## config.mk

```make
export PLATFORM = sky130hd
export DESIGN_NAME = minsoc_spi_flash_loader
export DESIGN_NICKNAME = d
export VERILOG_FILES = /design/src/rtl/minsoc_spi_flash_loader.sv
export SDC_FILE = /design/constraint.sdc
export NUM_CORES = 1
export LEC_CHECK = 0
export CAP_MARGIN = 40
export CORE_ASPECT_RATIO = 1.4
export CORE_MARGIN = 5
export CORE_UTILIZATION = 40
export DETAILED_ROUTE_END_ITERATION = 8
export PLACE_DENSITY = 0.65
export SYNTH_ARGS = -nofsm -noshare
export SYNTH_HDL_FRONTEND = slang
export SYNTH_SLANG_ARGS = --single-unit
```

## constraint.sdc

```tcl
create_clock -name clk -period 5.8 [get_ports clk]
set_input_delay 0.58 -clock clk [delete_from_list [all_inputs] [get_ports clk]]
set_output_delay 0.58 -clock clk [all_outputs]
set_load 0.02 [all_outputs]
```

## src/rtl/minsoc_spi_flash_loader.sv

```systemverilog
// Boot loader: reads a length-prefixed image from SPI flash (READ 0x03, mode 0)
// and writes it into a word-addressed RAM as big-endian 32-bit words.
module minsoc_spi_flash_loader #(
  parameter int unsigned CLK_DIV   = 4,
  parameter int unsigned ADR_W     = 13,
  parameter logic [23:0] FLASH_ADR = 24'h000000
) (
  input  logic             clk,
  input  logic             reset,
  input  logic             start,
  output logic             spi_flash_sclk,
  output logic             spi_flash_mosi,
  input  logic             spi_flash_miso,
  output logic             spi_flash_ss,
  output logic             mem_we,
  output logic [ADR_W-1:0] mem_adr,
  output logic [31:0]      mem_dat,
  output logic             busy,
  output logic             done,
  output logic             err
);

  typedef enum logic [1:0] {IDLE, CMD, DATA, FINISH} state_t;

  localparam logic [7:0]  DIV_LAST = 8'(CLK_DIV - 1);
  localparam logic [33:0] CAPACITY = 34'd4 << ADR_W;
  localparam logic [31:0] READ_CMD = {8'h03, FLASH_ADR};

  state_t r_state, w_nextState;

  logic [7:0]       r_divCnt;
  logic             r_sclk;
  logic [31:0]      r_mosiSh;
  logic [4:0]       r_bitCnt;
  logic [31:0]      r_shift;
  logic [31:0]      r_byteCnt;
  logic [ADR_W-1:0] r_wordCnt;
  logic [31:0]      r_len;
  logic [33:0]      r_effLen;
  logic             r_ss;
  logic             r_memWe;
  logic [ADR_W-1:0] r_memAdr;
  logic [31:0]      r_memDat;
  logic             r_busy;
  logic             r_done;
  logic             r_err;

  logic        w_divEnd;
  logic        w_active;
  logic        w_rise;
  logic        w_fall;
  logic        w_cmdDone;
  logic        w_byteDone;
  logic        w_isLenByte;
  logic [33:0] w_lenMax4;
  logic [33:0] w_rounded;
  logic        w_over;
  logic [33:0] w_effNew;
  logic [33:0] w_effLen;
  logic [33:0] w_byteIdx;
  logic        w_lastByte;
  logic        w_padByte;
  logic [7:0]  w_newByte;
  logic [31:0] w_word;
  logic        w_wordDone;

  always_comb begin
    w_divEnd    = (r_divCnt == DIV_LAST);
    w_active    = (r_state == CMD) || (r_state == DATA);
    w_rise      = w_active && w_divEnd && !r_sclk;
    w_fall      = w_active && w_divEnd && r_sclk;
    w_cmdDone   = (r_state == CMD) && w_fall && (r_bitCnt == 5'd31);
    w_byteDone  = (r_state == DATA) && w_fall && (r_bitCnt[2:0] == 3'd7);
    w_isLenByte = (r_byteCnt == 32'd3);
    // The length word is complete in r_shift when its 4th byte finishes,
    // so the effective length must be usable in that same cycle.
    w_lenMax4   = (r_shift < 32'd4) ? 34'd4 : {2'b00, r_shift};
    w_rounded   = (w_lenMax4 + 34'd3) & ~34'd3;
    w_over      = (w_rounded > CAPACITY);
    w_effNew    = w_over ? CAPACITY : w_rounded;
    w_effLen    = w_isLenByte ? w_effNew : r_effLen;
    w_byteIdx   = {2'b00, r_byteCnt} + 34'd1;
    w_lastByte  = w_byteDone && (r_byteCnt >= 32'd3) && (w_byteIdx == w_effLen);
    w_padByte   = (r_byteCnt >= 32'd4) && (r_byteCnt >= r_len);
    w_newByte   = w_padByte ? 8'h00 : r_shift[7:0];
    w_word      = {r_shift[31:8], w_newByte};
    w_wordDone  = w_byteDone && (r_byteCnt[1:0] == 2'b11);
  end

  always_ff @(posedge clk) begin
    if (reset) r_state <= IDLE;
    else       r_state <= w_nextState;
  end

  always_comb begin
    w_nextState = r_state;
    case (r_state)
      IDLE:    if (start)      w_nextState = CMD;
      CMD:     if (w_cmdDone)  w_nextState = DATA;
      DATA:    if (w_lastByte) w_nextState = FINISH;
      FINISH:  if (w_divEnd)   w_nextState = IDLE;
      default:                 w_nextState = IDLE;
    endcase
  end

  always_ff @(posedge clk) begin
    if (reset) begin
      r_divCnt  <= '0;
      r_sclk    <= 1'b0;
      r_mosiSh  <= '0;
      r_bitCnt  <= '0;
      r_shift   <= '0;
      r_byteCnt <= '0;
      r_wordCnt <= '0;
      r_len     <= '0;
      r_effLen  <= '0;
      r_ss      <= 1'b1;
      r_memWe   <= 1'b0;
      r_memAdr  <= '0;
      r_memDat  <= '0;
      r_busy    <= 1'b0;
      r_done    <= 1'b0;
      r_err     <= 1'b0;
    end else begin
      r_memWe <= 1'b0;
      r_done  <= 1'b0;
      case (r_state)
        IDLE: begin
          if (start) begin
            r_ss      <= 1'b0;
            r_busy    <= 1'b1;
            r_err     <= 1'b0;
            r_byteCnt <= '0;
            r_wordCnt <= '0;
            r_divCnt  <= '0;
            r_sclk    <= 1'b0;
            r_bitCnt  <= '0;
            r_mosiSh  <= READ_CMD;
          end
        end
        CMD, DATA: begin
          if (w_divEnd) begin
            r_divCnt <= '0;
            r_sclk   <= ~r_sclk;
          end else begin
            r_divCnt <= r_divCnt + 8'd1;
          end
          if (w_rise && (r_state == DATA))
            r_shift <= {r_shift[30:0], spi_flash_miso};
          // Zeros shift into MOSI, so it idles low once the command is out.
          if (w_fall) begin
            r_bitCnt <= r_bitCnt + 5'd1;
            r_mosiSh <= {r_mosiSh[30:0], 1'b0};
          end
          if (w_byteDone) begin
            r_shift[7:0] <= w_newByte;
            r_byteCnt    <= r_byteCnt + 32'd1;
            if (w_isLenByte) begin
              r_len    <= r_shift;
              r_effLen <= w_effNew;
              r_err    <= w_over;
            end
            if (w_wordDone) begin
              r_memWe  <= 1'b1;
              r_memDat <= w_word;
              r_memAdr <= r_wordCnt;
              if (!w_lastByte) r_wordCnt <= r_wordCnt + ADR_W'(1);
            end
          end
        end
        FINISH: begin
          if (w_divEnd) begin
            r_divCnt <= '0;
            r_ss     <= 1'b1;
            r_done   <= 1'b1;
            r_busy   <= 1'b0;
          end else begin
            r_divCnt <= r_divCnt + 8'd1;
          end
        end
        default: ;
      endcase
    end
  end

  assign spi_flash_sclk = r_sclk;
  assign spi_flash_mosi = r_mosiSh[31];
  assign spi_flash_ss   = r_ss;
  assign mem_we         = r_memWe;
  assign mem_adr        = r_memAdr;
  assign mem_dat        = r_memDat;
  assign busy           = r_busy;
  assign done           = r_done;
  assign err            = r_err;

endmodule

```

==> flow_summary_export.csv <==
group,metric,value,unit
worst_setup_path,worstPathArrival,5100,ps
clock_tree,cts_buffers,21,
drt,dr_wl_met3,1710,um
yosys,syn_avg_cell_area,7.50,um^2
global_routing,antenna_found_initial,0,
timing,setup_tns,0,ps
yosys,synth_edf_count,0,
timing,maxSlewViolCount,0,
worst_setup_path,endpoint_kind,"register",
floorplan,rows,73,
clock_tree,cts_sinks,217,
worst_setup_path,critical_path.most_common_cell,"a2111o_1",
drt,top_layer,"met4",
clock_tree,postCtsSetupRepairBufs,0,
final_layout,n_antenna_cell,0,
worst_setup_path,critPathMaxStageDelay,590,ps
clock_tree,clk_pin_slew_worst_paths,60,ps
drt,finalWirelength,35300,um
drt,vias_per_cell,5.68,
worst_setup_path,worst-setup-path-type,"register to register",
worst_setup_path,slowest_stage,"or4_1",
floorplan,boundaryPins,56,
worst_hold_path,holdPathStages,2,
drt,wl_met1,14600,um
worst_setup_path,reg2reg_from,"r_byteCnt[0]$_SDFFE_PP0P_",
job,maxCapViolCount,0,
yosys,synth_nets,1592,
worst_setup_path,worst_ep_required_time,6250,ps
worst_hold_path,hp-start,"mem_adr[7]$_SDFFE_PP0P_",
drt,routed-wl-met2,17200,um
clock_tree,root_buffer,"clkbuf_16",
drt,first_iter_violations,800,
timing,worst_clock_skew,16.4,ps
worst_setup_path,crit_family,"compound AO/OA/AOI/OAI gates",
yosys,ys_warn_count,0,
clock_tree,cts_buffer_depth,3,
place,io_buffers,55,
timing,max_slew_margin,41.5,%
drt,vias,10900,
drt,drc_errors,0,
final_layout,layout.nets,1580,
yosys,synth_area,11600,um^2
final_layout,syn2layout_area_growth,13.4,%
place,place.gp.congestion,1.05,
power_and_ir_drop,p_leak,4.43,nW
drt,post_drt_wl_per_cell,18.4,um
clock_tree,cts-hold-fix-buffers,0,
yosys,ys_seq_area_share,37.5,%
final_layout,final_area,13100,um^2
status,outcome,"completed",
floorplan,die_h,211,um
yosys,synth_ff_type,"dfxtp_1",
drt,final_antenna_net_count,0,
clock_tree,cts_resized,0,
final_layout,final_layout_size_suffix_gt1_share,5.30,%
floorplan,die_x,154,um
yosys,syn_inst,1544,
yosys,synth_top_cell_area_share,37.5,%
worst_setup_path,regToRegEndpoint,"r_wordCnt[8]$_SDFFE_PP0P_",
worst_hold_path,min_to,"mem_adr[7]$_SDFFE_PP0P_",
worst_setup_path,cp_max_fo,11,
place,placed_area,12400,um^2
final_layout,num-fill-cells,2915,
timing,worst_pin_slew,855,ps
yosys,synth_area_leaders,"dfxtp_1, nand2_1, a21oi_1",
worst_setup_path,r2r_cells,11,
worst_setup_path,crit_buf_inv,0,
timing,final-setup-viol-count,0,
floorplan,die-area,32500,um^2
global_routing,grt_pass1_wl,56600,um
yosys,ys_seq_elements,217,
timing,fmax,0.215,GHz
timing,fin_crit_sh,80.2,%
floorplan,start_util,40.6,%
place,hpwl,25600,um
yosys,yosys.cell_count.top_type,"nand2_1",
worst_setup_path,crit_path_start_kind,"register",
global_routing,grt_overflow,0,
clock_tree,cts_tree,"yes",
yosys,yosysUniqueCellTypes,73,
worst_setup_path,crit_chain,"ha_1 -> and4_1 -> nand3_1 -> or4_1 -> a2111oi_0 -> a31oi_1 -> a2111o_1 -> a2111o_1 -> a21oi_2 -> or3_1 -> mux2i_1",
floorplan,core_area,28500,um^2
clock_tree,clock_latency,520,ps
worst_hold_path,hp-class,"register to register",
power_and_ir_drop,power_density,273,nW/um^2
worst_setup_path,rrSetupSlack,1150,ps
timing,finalHoldViolCount,0,
yosys,synth_common_cells,"nand2_1, dfxtp_1, a21oi_1, nor2_1, clkbuf_1",
global_routing,groute.usage.overall,21.1,%
drt,first_pass_iters,5,
timing,min_period,4650,ps
clock_tree,cts_max_level,1,
timing,whs,448,ps
yosys,async_flop_share,0,%
yosys,synth_top_area_cell,"dfxtp_1",
global_routing,grt_pass1_vias,10400,
timing,rsz0062_at_grt,"false",
power_and_ir_drop,ir_drop,0.236,mV
global_routing,grt_max_degree,102,
[worst min-delay path, delay by kind of cell, from the launching register on]
kind / cells / cell delay [ps]
DFF: 1 / 310
AOI/OAI and AO/OA: 1 / 50
and+or+nand+nor: 1 / 50
[cell type report]
| type | instances | area [um^2] | share of cell area [%] |
|---|---|---|---|
| repair buffers | 79 | 751 | 5.71 |
| clock inverters | 9 | 198 | 1.50 |
| multi-input cells | 1159 | 6600 | 50.3 |
| clock buffers | 28 | 572 | 4.35 |
| well taps | 375 | 469 | 3.57 |
| flip-flops and latches | 217 | 4340 | 33.1 |
| inverters | 54 | 203 | 1.54 |
[cells by family (layout without fill, tap and decap cells)]
group	Yosys count	in the layout	synth area share [%]
AO/OA/AOI/OAI	338	338	17.6
XOR/XNOR	59	59	4.77
adder cells (fa/ha/maj)	44	44	4.75
buffers and inverters	168	170	5.66
flip-flops	217	217	37.5
multiplexers	4	4	0.346
AND/OR/NAND/NOR	714	714	29.4
[routing by layer]
| metal | GRT usage [%] | up-vias |
|---|---|---|
| met5 | 0 | - |
| met4 | 9.87 | 0 |
| met3 | 2.74 | 91 |
| met2 | 36.9 | 336 |
| met1 | 25.9 | 5128 |
| li1 | - | 5362 |
[through the flow]
| step | std cells | utilization (%) | total power [mW] | worst slack (ps) |
|---|---|---|---|---|
| 2_1_floorplan | 1544 | - | 1.89 | 1940 |
| 3_3_place_gp | 1880 | 43.2 | 2.06 | 1330 |
| 6_report | 1921 | 46.1 | 3.59 | 1150 |
| 5_1_grt | 1921 | 46.1 | 3.72 | 884 |
| 4_1_cts | 1921 | 46.1 | 3.61 | 1220 |
| 3_5_place_dp | 1884 | 43.4 | 2.06 | 1250 |
[flip-flops by register name, summed over array words and instances, names as in the netlist]
register / flops
done: 1
r_shift: 32
busy: 1
r_state: 2
r_effLen: 34
r_len: 32
mem_adr: 13
err: 1
spi_flash_sclk: 1
r_bitCnt: 5
r_wordCnt: 13
mem_we: 1
mem_dat: 32
r_byteCnt: 32
spi_flash_ss: 1
r_divCnt: 8
r_mosiSh: 8
[worst max path at each step]
stage,from,to,cells past startpoint
6_report,r_byteCnt[0]$_SDFFE_PP0P_,r_wordCnt[8]$_SDFFE_PP0P_,11
5_1_grt,r_byteCnt[0]$_SDFFE_PP0P_,r_wordCnt[8]$_SDFFE_PP0P_,11
4_1_cts,r_byteCnt[0]$_SDFFE_PP0P_,r_wordCnt[8]$_SDFFE_PP0P_,11
3_5_place_dp,r_byteCnt[0]$_SDFFE_PP0P_,r_wordCnt[8]$_SDFFE_PP0P_,11
3_3_place_gp,r_byteCnt[5]$_SDFFE_PP0P_,r_wordCnt[8]$_SDFFE_PP0P_,11
2_1_floorplan,r_byteCnt[2]$_SDFFE_PP0P_,r_state[1]$_SDFFE_PP0P_,13
[placed cells by master, fill, tap and decap left out, types with 8 or more instances in the layout]
cell type        synthesis  routed
o31ai_1                 11      11
dfxtp_1                217     217
clkdlybuf4s50_1          0      54
ha_1                    44      44
nand2_1                295     295
o21ai_0                 44      44
o211ai_1                 9       9
nor2_1                 105     103
clkbuf_16                0      21
nor4_1                  34      33
nand2b_1                10      10
inv_1                   54      54
a21o_1                  14      14
or4_1                    8       8
xor2_1                  14      14
and3_1                  22      22
and4_1                   9       9
a31oi_1                  8       8
a21oi_1                188     188
nand3_1                 70      70
nand4_1                 27      27
buf_4                    1      21
or3_1                   24      24
nor2b_1                  8       8
and2_1                  26      26
xnor2_1                 42      42
nor3_1                  51      51
[where the power goes]
group	total (mW)	internal [mW]	switching [mW]
combinational	0.501	0.116	0.386
clock	1.56	0.960	0.595
sequential	1.53	1.51	0.0183
No activity file was read; power rests on OpenSTA's default activity.
